File: src/rtl/riscv_pipe_pkg.sv
// rtl/riscv_pipe_pkg.sv - shared RV32I pipeline constants and stage state encodings
package riscv_pipe_pkg;

    localparam int XLEN    = 32;
    localparam int REG_IDX = 5;
    localparam int AMT_REG = 32;

    typedef enum logic [2:0] {
        ST_IDLE      = 3'b000,
        ST_WAIT_BEF  = 3'b001,
        ST_SENDING   = 3'b010,
        ST_FETCH     = 3'b011,
        ST_WAIT_SEND = 3'b100
    } pipe_state_e;

endpackage

File: src/rtl/operand_select.sv
// rtl/operand_select.sv - priority resolve of one source operand (pending, bypass, register file)
// OPERAND_FETCH_BYPASS_EN: forward from bypass buses; otherwise a bus match stalls until writeback commits.
module operand_select
    import riscv_pipe_pkg::*;
(
    input  logic               use_i,
    input  logic [REG_IDX-1:0] idx_i,
    input  logic [REG_IDX-1:0] pend_idx_i,
    input  logic [REG_IDX-1:0] mem_bp_idx_i,
    input  logic [XLEN-1:0]    mem_bp_val_i,
    input  logic [REG_IDX-1:0] wb_bp_idx_i,
    input  logic [XLEN-1:0]    wb_bp_val_i,
    input  logic [XLEN-1:0]    rf_val_i,
    output logic [XLEN-1:0]    val_o,
    output logic               stall_o
);

    always_comb begin
        val_o   = '0;
        stall_o = 1'b0;
        if (!use_i || idx_i == '0) begin
            val_o = '0;
        end else if (idx_i == pend_idx_i) begin
            stall_o = 1'b1;
`ifdef OPERAND_FETCH_BYPASS_EN
        end else if (idx_i == mem_bp_idx_i) begin
            // memory stage holds the younger producer
            val_o = mem_bp_val_i;
        end else if (idx_i == wb_bp_idx_i) begin
            val_o = wb_bp_val_i;
`else
        end else if (idx_i == mem_bp_idx_i || idx_i == wb_bp_idx_i) begin
            stall_o = 1'b1;
`endif
        end else begin
            val_o = rf_val_i;
        end
    end

`ifndef OPERAND_FETCH_BYPASS_EN
    logic unused_vals;
    assign unused_vals = ^{mem_bp_val_i, wb_bp_val_i};
`endif

endmodule

File: src/rtl/operand_fetch.sv
// rtl/operand_fetch.sv - register-read stage: latch decode, resolve sources, hand operands to execute
// Bypass forwarding is enabled by OPERAND_FETCH_BYPASS_EN (see operand_select).
module operand_fetch
    import riscv_pipe_pkg::*;
(
    input  logic               clk,
    input  logic               rst,
    input  logic               startSig,
    input  logic               beforePipReadyToSend,
    input  logic               nextPipReadyToRcv,
    output logic               curPipReadyToRcv,
    output logic               curPipReadyToSend,
    input  logic               dec_valid,
    input  logic [REG_IDX-1:0] dec_rs1,
    input  logic [REG_IDX-1:0] dec_rs2,
    input  logic [REG_IDX-1:0] dec_rd,
    input  logic               dec_use_rs1,
    input  logic               dec_use_rs2,
    input  logic [REG_IDX-1:0] pend_idx,
    input  logic [REG_IDX-1:0] mem_bp_idx,
    input  logic [XLEN-1:0]    mem_bp_val,
    input  logic [REG_IDX-1:0] wb_bp_idx,
    input  logic [XLEN-1:0]    wb_bp_val,
    output logic [REG_IDX-1:0] rf_rs1_idx,
    output logic [REG_IDX-1:0] rf_rs2_idx,
    input  logic [XLEN-1:0]    rf_rs1_val,
    input  logic [XLEN-1:0]    rf_rs2_val,
    output logic               op_valid,
    output logic [REG_IDX-1:0] op_rd,
    output logic [XLEN-1:0]    op_rs1_val,
    output logic [XLEN-1:0]    op_rs2_val
);

    pipe_state_e state_q, state_d;

    logic               valid_q, use1_q, use2_q;
    logic [REG_IDX-1:0] rs1_q, rs2_q, rd_q;

    logic               op_valid_q;
    logic [REG_IDX-1:0] op_rd_q;
    logic [XLEN-1:0]    op_rs1_q, op_rs2_q;

    logic               accept, capture;
    logic [XLEN-1:0]    src1_val, src2_val;
    logic               src1_stall, src2_stall, stall;

    operand_select u_sel_rs1 (
        .use_i       (use1_q),
        .idx_i       (rs1_q),
        .pend_idx_i  (pend_idx),
        .mem_bp_idx_i(mem_bp_idx),
        .mem_bp_val_i(mem_bp_val),
        .wb_bp_idx_i (wb_bp_idx),
        .wb_bp_val_i (wb_bp_val),
        .rf_val_i    (rf_rs1_val),
        .val_o       (src1_val),
        .stall_o     (src1_stall)
    );

    operand_select u_sel_rs2 (
        .use_i       (use2_q),
        .idx_i       (rs2_q),
        .pend_idx_i  (pend_idx),
        .mem_bp_idx_i(mem_bp_idx),
        .mem_bp_val_i(mem_bp_val),
        .wb_bp_idx_i (wb_bp_idx),
        .wb_bp_val_i (wb_bp_val),
        .rf_val_i    (rf_rs2_val),
        .val_o       (src2_val),
        .stall_o     (src2_stall)
    );

    // a bubble never waits on producers
    assign stall = valid_q && (src1_stall || src2_stall);

    assign rf_rs1_idx = (state_q == ST_FETCH) ? rs1_q : '0;
    assign rf_rs2_idx = (state_q == ST_FETCH) ? rs2_q : '0;

    always_comb begin
        state_d           = state_q;
        accept            = 1'b0;
        capture           = 1'b0;
        curPipReadyToRcv  = 1'b0;
        curPipReadyToSend = 1'b0;
        case (state_q)
            ST_IDLE: begin
                if (startSig) begin
                    if (beforePipReadyToSend) begin
                        accept           = 1'b1;
                        curPipReadyToRcv = 1'b1;
                        state_d          = ST_FETCH;
                    end else begin
                        state_d = ST_WAIT_BEF;
                    end
                end
            end
            ST_WAIT_BEF: begin
                curPipReadyToRcv = 1'b1;
                if (beforePipReadyToSend) begin
                    accept  = 1'b1;
                    state_d = ST_FETCH;
                end
            end
            ST_FETCH: begin
                if (!stall) begin
                    capture = 1'b1;
                    state_d = ST_SENDING;
                end
            end
            ST_SENDING, ST_WAIT_SEND: begin
                curPipReadyToSend = 1'b1;
                if (nextPipReadyToRcv) begin
                    curPipReadyToRcv = 1'b1;
                    if (beforePipReadyToSend) begin
                        accept  = 1'b1;
                        state_d = ST_FETCH;
                    end else begin
                        state_d = ST_WAIT_BEF;
                    end
                end else begin
                    state_d = ST_WAIT_SEND;
                end
            end
            default: state_d = ST_IDLE;
        endcase
    end

    always_ff @(posedge clk) begin
        if (rst) begin
            state_q    <= ST_IDLE;
            valid_q    <= 1'b0;
            use1_q     <= 1'b0;
            use2_q     <= 1'b0;
            rs1_q      <= '0;
            rs2_q      <= '0;
            rd_q       <= '0;
            op_valid_q <= 1'b0;
            op_rd_q    <= '0;
            op_rs1_q   <= '0;
            op_rs2_q   <= '0;
        end else begin
            state_q <= state_d;
            if (accept) begin
                valid_q <= dec_valid;
                use1_q  <= dec_use_rs1;
                use2_q  <= dec_use_rs2;
                rs1_q   <= dec_rs1;
                rs2_q   <= dec_rs2;
                rd_q    <= dec_rd;
            end
            if (capture) begin
                op_valid_q <= valid_q;
                op_rd_q    <= valid_q ? rd_q : '0;
                op_rs1_q   <= valid_q ? src1_val : '0;
                op_rs2_q   <= valid_q ? src2_val : '0;
            end
        end
    end

    assign op_valid   = op_valid_q;
    assign op_rd      = op_rd_q;
    assign op_rs1_val = op_rs1_q;
    assign op_rs2_val = op_rs2_q;

endmodule

File: config.mk
export PLATFORM = sky130hd
export DESIGN_NAME = operand_fetch
export DESIGN_NICKNAME = d
export VERILOG_FILES = /design/src/rtl/riscv_pipe_pkg.sv /design/src/rtl/operand_select.sv /design/src/rtl/operand_fetch.sv
export SDC_FILE = /design/constraint.sdc
export NUM_CORES = 1
export LEC_CHECK = 0
export CORE_MARGIN = 3
export CORE_UTILIZATION = 43
export CTS_CLUSTER_SIZE = 30
export DETAILED_ROUTE_END_ITERATION = 6
export GPL_ROUTABILITY_DRIVEN = 0
export PLACE_DENSITY = 0.87
export SYNTH_ARGS = -nofsm -noshare
export SYNTH_HDL_FRONTEND = slang
export SYNTH_SLANG_ARGS = --single-unit
File: constraint.sdc
create_clock -name clk -period 4.6 [get_ports clk]
set_clock_uncertainty 0.2 [all_clocks]
set_input_delay 0.92 -clock clk [delete_from_list [all_inputs] [get_ports clk]]
set_output_delay 0.92 -clock clk [all_outputs]
set_load 0.02 [all_outputs]
## After elaboration in Yosys (flattened, before gate mapping)

Index checks and enable logic that the tools add are counted.

| storage, ports and cells | value |
|---|---|
| bits in registers | 91 |
| output and inout bits | 82 |
| word-level logic and storage cells | 69 |

| operators by class | value |
|---|---|
| multiplexer cells | 32 |
| equal/unequal tests | 13 |
| reductions and logical operators | 13 |

Operators by type and width:

| kind | count |
|---|---|
| $mux W32 | 8 |
| $eq A5 B5 Y1 | 6 |
| $mux W5 | 3 |
| $mux W1 | 13 |
| $mux W3 | 4 |
| $pmux W3 S4 | 1 |
| $logic_not A5 Y1 | 2 |
| $eq A3 B2 Y1 const B | 2 |
| $ne A2 B2 Y1 const B | 3 |
| $pmux W1 S3 | 2 |
| $logic_or A1 B1 Y1 | 5 |
| $eq A3 B1 Y1 const B | 1 |
| $eq A3 B3 Y1 const B | 1 |
| $logic_not A3 Y1 | 1 |
| $reduce_and A3 Y1 | 1 |
| $logic_not A1 Y1 | 2 |
| $mux W2 | 1 |
| $reduce_or A2 Y1 | 1 |
| $logic_and A1 B1 Y1 | 1 |

## Longest topological paths before layout

Gate-level depths: netlist of the first run.

| depth | value |
|---|---|
| word-level depth | 9 |
| mapped depth | 9 |
| depth with buffers taken out | 6 |

## By module

Synthesis of the first run repeated with hierarchy kept, for this count alone.

| second synthesis, totals | value |
|---|---|
| cells, all modules | 644 |
| area total of the unflattened synthesis | 4934.7 um^2 |

By module, submodules not included:

| module | area each (um^2) | instances | cells an instance | seq. area each (um^2) |
|---|---|---|---|---|
| operand_fetch | 3856.2 | 1 | 448 | 1821.7 |
| operand_select | 539.3 | 2 | 98 | 0.0 |

## Worst setup path after synthesis of the first run

OpenSTA, ideal clock, no wires.

| timing path | value |
|---|---|
| kind | input to register |
| start | in nextPipReadyToRcv |
| end | reg rd_q[4] |
| data arrival time | 2462 ps |
| stages on the path | 6 |
| buffers on the path | 1 |
| data required time | 4272 ps |
| path slack | 1810 ps |
| cell sequence | nand2b_1 o21ai_0 nand2_1 buf_2 mux2i_1 nor2_1 |

| between the ends | value |
|---|---|
| cells in the longest elaborated chain, start to end | 2 |

Ends and longest elaborated chain:

| what | line | RTL |
|---|---|---|
| from (decl) | operand_fetch.sv:10 | `input logic nextPipReadyToRcv,` |
| $mux W1 | operand_fetch.sv:112 | `if (nextPipReadyToRcv) begin` |
| $pmux W1 S3 | operand_fetch.sv:85 | `case (state_q)` |
| to (signal assigned) | operand_fetch.sv:149 | `rd_q <= dec_rd;` |
| to (decl) | operand_fetch.sv:37 | `logic [REG_IDX-1:0] rs1_q, rs2_q, rd_q;` |

No other way between the ends.
A chain may end at the register's enable or synchronous reset.

## Worst setup path in the final report of the first run

| timing path | value |
|---|---|
| start | reg state_q[0] |
| end | out rf_rs1_idx[2] |

| between the ends | value |
|---|---|
| cells in the longest elaborated chain, start to end | 2 |

Ends and longest elaborated chain:

| what | line | RTL |
|---|---|---|
| from (decl) | operand_fetch.sv:34 | `pipe_state_e state_q, state_d;` |
| from (signal assigned) | operand_fetch.sv:142 | `state_q <= state_d;` |
| $eq A3 B2 Y1 | operand_fetch.sv:76 | `assign rf_rs1_idx = (state_q == ST_FETCH) ? rs1_q : '0;` |
| $mux W5 | operand_fetch.sv:76 |  |
| to (decl) | operand_fetch.sv:24 | `output logic [REG_IDX-1:0] rf_rs1_idx,` |

No other way between the ends.

==> metrics, run 1 <==
DIE AREA=12,200 sq um; Tcrit/Tclk final=81.1%; cts hold-fix bufs=0; Peak VDD IR=0.175 mV; post-route ant nets=0; Synth Flop Type=dfxtp_1; DIE WIDTH=110 microns; CTS clk-pin slew, worst paths=0.10 ns; critical path launch point type=flip-flop; final hold vios=0; CP cell instances=nand2_1 > nor2_1 > and2_1 > clkdlybuf4s50_1; max incr delay on CP=0.75 ns; Util after Layout=63.8%; Starting Density=44.7%; Avg Cell Area, Syn=8.22 sq um; CP max-delay cell=nor2_1; Setup Buffers After CTS=0; Worst-Margin Slew=1.06 ns; Num CTS Buffers=9; crit path capture type=output pin; EDFF count, synth=0; Bufs on Longest Clock Path=2; fmax=268 MHz; vias in the first global route=4,708; Synth Warn #=0; DR vias/cell=5.58; Crit path buffers/inverters=1; Synth cell types=34; grt total ovfl=0; die height=110 microns; share of post-route cells with drive strength above 1=4.62%; Post-Route WL=13,900 microns; fin. max-slew vios=0; first-pass GRT wire length=22,300 microns; CTS resizes=0; H-Tree Depth=3; total number of vias=4,740; Root Buffer=clkbuf_8; HP Class=reg -> reg; Post-Layout Inst Area=6680 sq um; pin count of the biggest net entering global routing=92; GRT Total Usage=22.5%; area post-placement=6480 sq um; post-DP HPWL=9390 microns; Min Hold Slack=0.296 ns; DR DRC count=0; CTS tree=yes; Initial DRT Pass Iterations=4; Nets=875; max-cap viol count=0; ANT cells=0; core area=10,500 sq um; FFs w/ async S/R, synth=0%; clk sinks=91; fillers=881; P&R area growth vs syn=42.8%; worst skew pair latency=0.35 ns; Final min period=3.73 ns; Cell Rows=37; Port-buffer cells=183; DRT iter0 DRCs=357; most frequent cells in the layout=clkdlybuf4s50_1, dfxtp_1, nand2_1; Post-Syn Area=4680 sq um; Critical Path AT=2.61 ns; Crit path max-delay family=simple AND/OR/NAND/NOR gates; wire per inst=16.4 microns; critical path required time=3.48 ns; TNS Setup=0 ns; Mapped Cells=569; RSZ-0062 raised after global routing=false; pre-CTS WS=0.896 ns; # setup viols final=0; commonest non-fill, non-tap cell in the layout=clkdlybuf4s50_1; initial antenna violation count=0; Final Worst Setup Slack=0.870 ns; Post-Syn Nets=735; CP max FO=18; Synth Register Bits=91; IO Count=248; post-synthesis sequential area ratio=38.9%; Max-slew headroom=29.4%; PD cells=245 nW/um^2; kind of critical path=reg -> out; status=complete, no violations; Leakage Power=2.17 nW
-- sequential cells by signal (all words and copies together) (netlist names), 3 cells and up --
register    cells
op_rd           5
op_rs1_val     32
op_rs2_val     32
rd_q            5
rs1_q           5
rs2_q           5
state_q         3
-- metrics by stage --
stage | power (mW) | std cells
detailed placement | 1.12 | 834
global route | 1.70 | 850
global placement | 1.11 | 834
CTS | 1.65 | 850
floorplan | 0.991 | 569
finish | 1.64 | 850
-- worst register-to-register path, stage by stage (launching register included) --
cell	delay, ns
dfxtp_1	0.40
or4_1	0.58
o21ai_2	0.23
o21ba_1	0.32
nor2_8	0.70
o211ai_1	0.26
-- layer usage --
| layer | GRT usage (%) | share of wire (%) | up-vias |
|---|---|---|---|
| met5 | 0 | 0 | - |
| met4 | 5.80 | 1.3 | 0 |
| met3 | 7.16 | 8.5 | 17 |
| met2 | 37.6 | 48 | 153 |
| met1 | 28.1 | 42 | 2278 |
| li1 | - | - | 2292 |
-- area by class of cell --
cell class              count  area (sq um)  area share (%)
clock buffers              12           165            2.47
clock inverters             4          32.5           0.487
inverters                   1          3.75          0.0562
multi-input cells         416          2610            39.0
flip-flops and latches     91          1820            27.3
well taps                 136           170            2.55
repair buffers            190          1880            28.1
-- power breakdown --
part	switching, mW	leakage, nW	total (mW)	internal [mW]
Sequential	0.0291	0.735	0.834	0.804
Combinational	0.118	1.34	0.270	0.152
Clock	0.289	0.0952	0.533	0.244
-- logic make-up after synthesis --
kind of cell              Yosys count  share of synthesized area [%]
DFF                                91                           38.9
AOI/OAI and AO/OA                  95                           14.7
and+or+nand+nor                   272                           30.8
xor gates and xnor gates           31                           5.80
muxes                              18                           3.85
buffers and inverters              62                           5.94
-- cells in the mapped netlist (3+ instances only) --
cell	n	share of area (%)
nand2_1	77	6.2
buf_2	18	1.9
nor4_1	3	0.40
and3_1	5	0.67
o211ai_1	70	11
mux2i_1	18	3.9
xnor2_1	27	5.1
nand3_1	75	8.0
xor2_1	4	0.75
nor2_1	27	2.2
nor3_1	3	0.32
nand3b_1	64	10
a31oi_1	7	0.94
and2_1	10	1.3
a21oi_1	3	0.32
buf_4	6	0.96
o21ai_1	3	0.32
o22ai_1	3	0.40
dfxtp_1	91	39
clkbuf_1	37	3.0
-- path summary, 6_finish.rpt --
path / startpoint / to / slack [ns] / depth (start not counted)
max: state_q[0]$_SDFFE_PP0P_ / rf_rs1_idx[2] / 0.87 / 4
min: op_rs2_val[23]$_SDFFE_PP0P_ / op_rs2_val[23]$_SDFFE_PP0P_ / 0.30 / 2
max reg2reg: rs1_q[1]$_SDFFE_PP0P_ / op_rs1_val[9]$_SDFFE_PP0P_ / 1.76 / 5
min reg2reg: op_rs2_val[23]$_SDFFE_PP0P_ / op_rs2_val[23]$_SDFFE_PP0P_ / 0.30 / 2
(Power assumes the default switching activity.)
==> inputs of run 2 (changes only) <==
Settings changed: CORE_UTILIZATION 43 to 36, PLACE_DENSITY 0.87 to 0.77.
Clock period 4.6 ns to 3.18 ns, I/O delays scaled along.
==> metrics, run 2 (synthesis gave the netlist of run 1 again) <==
Peak VDD IR=0.321 mV; core area=12,700 sq um; met2 Use GR=30.9%; most frequent cells in the layout=clkdlybuf4s50_1, dfxtp_1, nand2_1; status=complete, no violations; Initial DRT Pass Iterations=4; Post-Layout Inst Area=6890 sq um; Max-slew headroom=19.1%; critical path required time=2.34 ns; Nets=882; max-cap viol count=0; Critical Path AT=2.28 ns; area of the multi-input gates=2610 sq um; Placed Cells=877; pin count of the biggest net entering global routing=65; met3 Track Usage GR=5.00%; post-DP HPWL=9900 microns; first-pass GRT wire length=23,300 microns; Setup Buffers After CTS=0; Min-Delay Path Depth=2; grt total ovfl=0; Leakage Power=2.25 nW; Bufs on Longest Clock Path=2; Num CTS Buffers=9; fillers=1,214; kind of critical path=in -> out; Root Buffer=clkbuf_16; crit path capture type=output pin; Hold Crit Start=op_rd[2]$_SDFFE_PP0P_; cts hold-fix bufs=0; Crit Reg-Reg Endpoint=op_rs2_val[19]$_SDFFE_PP0P_; CTS resizes=0; Storage cell area=1820 sq um; GRT Total Usage=19.5%; fin. max-slew vios=0; post-route ant nets=0; met1 Use GR=26.6%; CTS tree=yes; Post-Route WL=14,400 microns; Util after Layout=54.4%; Tcrit/Tclk final=97.9%; Pwr Total=2.73 mW; ANT cells=0; R2R depth=5; area post-placement=6580 sq um; Starting Density=36.9%; # setup viols final=0; grt peak-use layer=met2; DRT iter0 DRCs=372; IO Count=248; Final min period=3.11 ns; CTS clk-pin slew, worst paths=0.06 ns; R2R Setup Slk=0.37 ns; wire per inst=16.1 microns; critical path launch point type=input pin; PD cells=396 nW/um^2; die height=120 microns; Port-buffer cells=183; RSZ-0062 raised after global routing=false; initial antenna violation count=0; Min-Delay Endpoint=op_rd[2]$_SDFFE_PP0P_; DIE AREA=14,400 sq um; clk sinks=91; P&R area growth vs syn=47.3%; Cell Rows=41; DR vias/cell=5.33; fmax=321 MHz; HP Class=reg -> reg; RR Startpoint=rs2_q[1]$_SDFFE_PP0P_; worst skew pair latency=0.33 ns; Worst-Margin Slew=1.21 ns; H-Tree Depth=3; commonest non-fill, non-tap cell in the layout=clkdlybuf4s50_1; final hold vios=0; non-filler cells, final=893; total number of vias=4,763; CP max FO=3; DR DRC count=0; vias in the first global route=4,691; share of post-route cells with drive strength above 1=5.13%; DIE WIDTH=120 microns
-- run 2: layer usage --
layer  part of all wire (%)  up-vias  routed length [microns]
met4                   0.82        0                      118
met2                     47      171                     6840
met5                      0        -                        0
met1                     45     2266                     6550
li1                       -     2315                        -
met3                    6.3       11                      907
-- run 2: power breakdown --
part,switching (mW),internal [mW]
Combinational,0.168,0.224
Sequential,0.0420,1.16
Clock,0.441,0.690
Total,0.651,2.08
-- run 2: how the worst max path moves through the flow --
stage                     slack [ns]              start  cells after the start                          end
after floorplan                 0.67  nextPipReadyToRcv                      6         rd_q[4]$_SDFFE_PP0P_
after global placement          0.07       wb_bp_idx[1]                      7   op_rs2_val[5]$_SDFFE_PP0P_
after detailed placement       -0.01      mem_bp_idx[0]                      7  op_rs1_val[16]$_SDFFE_PP0P_
after CTS                       0.06           startSig                      5             curPipReadyToRcv
after global routing            0.01           startSig                      5             curPipReadyToRcv
final                           0.07           startSig                      5             curPipReadyToRcv
-- run 2: cell type report --
type	instances	area share, %
multi-input combinational	416	37.8
timing repair buffer	197	28.0
inverter	1	0.0545
tap	172	3.12
sequential	91	26.4
clock buffer	12	3.43
clock inverter	4	1.09
-- run 2: through the flow --
| stage | TNS (ns) | hold WS, ns | setup slack (ns) |
|---|---|---|---|
| after global routing | 0 | 0.317 | 0.00985 |
| after global placement | 0 | 0.276 | 0.0697 |
| after CTS | 0 | 0.294 | 0.0620 |
| after detailed placement | -0.0167 | 0.284 | -0.00989 |
| after floorplan | 0 | 0.255 | 0.674 |
| final | 0 | 0.294 | 0.0682 |
-- run 2: critical path: stages --
cell	delay (ns)
clkdlybuf4s50_1	0.50
a21oi_1	0.07
or3_1	0.31
o21ai_0	0.11
clkdlybuf4s50_1	0.65
==> patch (config.mk and constraints of run 1) <==
Change the package constant `REG_IDX` from 5 to 6.
--- a/src/rtl/riscv_pipe_pkg.sv
+++ b/src/rtl/riscv_pipe_pkg.sv
@@ -2,7 +2,7 @@
 package riscv_pipe_pkg;
 
     localparam int XLEN    = 32;
-    localparam int REG_IDX = 5;
+    localparam int REG_IDX = 6;
     localparam int AMT_REG = 32;
 
     typedef enum logic [2:0] {
Interface: changed (9 resized); port bits go from 248 to 257. No check against the original RTL was run, so the function may have changed too.
==> patch against run 1 <==
- wire length down 0.54%
- cell area up 0.75%
- count of clock-buffer cells in the layout up 1
- synthesized area up 0.56%
- first-iteration DRC count down 15%
- setup slack better by 7.8 ps
- total power up 0.31%
- core utilization up 0.48 points
- sequential cell count up 4
- highest routed layer unchanged
==> patch: results (changes against run 1) <==
| Metric | Value |
|---|---|
| IR Drop Worst-Case VDD | 0.000141 V (was 0.000175 V) |
| Reported clock group power | 0.456 mW (was 0.533 mW) |
| Global-route met2 utilization | 0.385 (was 0.376) |
| Number of non-clock inverters in the layout | 7 (was 1) |
| Routed length on met3 | 793 µm (was 1180 µm) |
| Worst Reg2Reg Path Length in Cells | 3 (was 5) |
| Main area contributors after synthesis | dfxtp_1, nand2b_1, o32ai_1 (was dfxtp_1, o211ai_1, nand3b_1) |
| Layout clock area frac | 0.0218 (was 0.0296) |
| Critical path destination | curPipReadyToRcv (was rf_rs1_idx[2]) |
| Overall routed net length | 13,800 µm (was 13,900 µm) |
| Min-Delay Startpoint | op_rd[4]$_SDFFE_PP0P_ (was op_rs2_val[23]$_SDFFE_PP0P_) |
| Seq pwr share | 0.533 (was 0.509) |
| Multi-input combinational cell count | 350 (was 416) |
| Net count after synthesis | 682 (was 735) |
| Number of vias after detailed routing | 4,397 (was 4,740) |
| Pin count of the biggest net entering global routing | 96 (was 92) |
| Filler cell count in the final layout | 860 (was 881) |
| Number of distinct library cells after synthesis | 37 (was 34) |
| Global Route Usage Sum | 0.223 (was 0.225) |
| Yosys reg bits | 95 (was 91) |
| Endpoint of the most critical register-to-register path | op_rs2_val[0]$_SDFFE_PP0P_ (was op_rs1_val[9]$_SDFFE_PP0P_) |
| First element of the critical path | beforePipReadyToSend (was state_q[0]$_SDFFE_PP0P_) |
| Number of detailed-route iterations in the first pass | 5 (was 4) |
| Utilization of the core after routing | 0.643 (was 0.638) |
| Multi-input gate area | 2500 µm² (was 2610 µm²) |
| Delay-heaviest family, CP | buffers and inverters (was simple AND/OR/NAND/NOR gates) |
| Status | completed (unchanged) |
| Non-clock buffer count | 200 (was 190) |
| Hold-critical path endpoint | op_rd[4]$_SDFFE_PP0P_ (was op_rs2_val[23]$_SDFFE_PP0P_) |
| Crit Path Max Fanout | 4 (was 18) |
| Power dissipated in sequential cells | 0.875 mW (was 0.834 mW) |
| Cell with the biggest individual delay on the critical path | clkdlybuf4s50_1 (was nor2_1) |
| R2R Path Start | valid_q$_SDFFE_PP0P_ (was rs1_q[1]$_SDFFE_PP0P_) |
| Proportion of layout cells with a drive suffix above 1 | 0.0736 (was 0.0462) |
| Largest stage delay, worst path | 660 ps (was 750 ps) |
| Data arrival time of the critical path | 2600 ps (was 2610 ps) |
| HPWL reported at the end of detailed placement | 9840 µm (was 9390 µm) |
| Worst relative slew slack | 0.361 (was 0.294) |
## patch: cell types whose count changed after synthesis, moves of 8 or more
cell	change
nand2_1	-10
o32ai_1	+46
o32ai_2	+24
xor2_1	+14
nand3_1	-64
o211ai_1	-70
buf_6	+9
nand3b_1	-64
xnor2_1	-8
nand2b_1	+64
## patch: cell families after synthesis
group / Yosys count / share of synthesized area
buffers and inverters: 65 / 0.0694
AO/OA/AOI/OAI: 83 / 0.188
AND/OR/NAND/NOR: 208 / 0.223
flip-flops: 95 / 0.404
XOR/XNOR: 37 / 0.0689
multiplexers: 22 / 0.0471
## patch: through the flow
step                hold WS [ps]  setup slack, ps  std cells  instance area (µm²)
global route                 310              803        802                 6730
detailed placement           275              876        788                 6580
CTS                          288              867        802                 6730
finish                       287              877        802                 6730
floorplan                    263             1920        510                 4710
global placement             267              893        788                 6580
## patch: worst reg2reg max path, cell delays in order (launching register included)
cell,delay (ps)
dfxtp_1,400
nor2b_1,600
nand3_2,860
o32ai_1,580
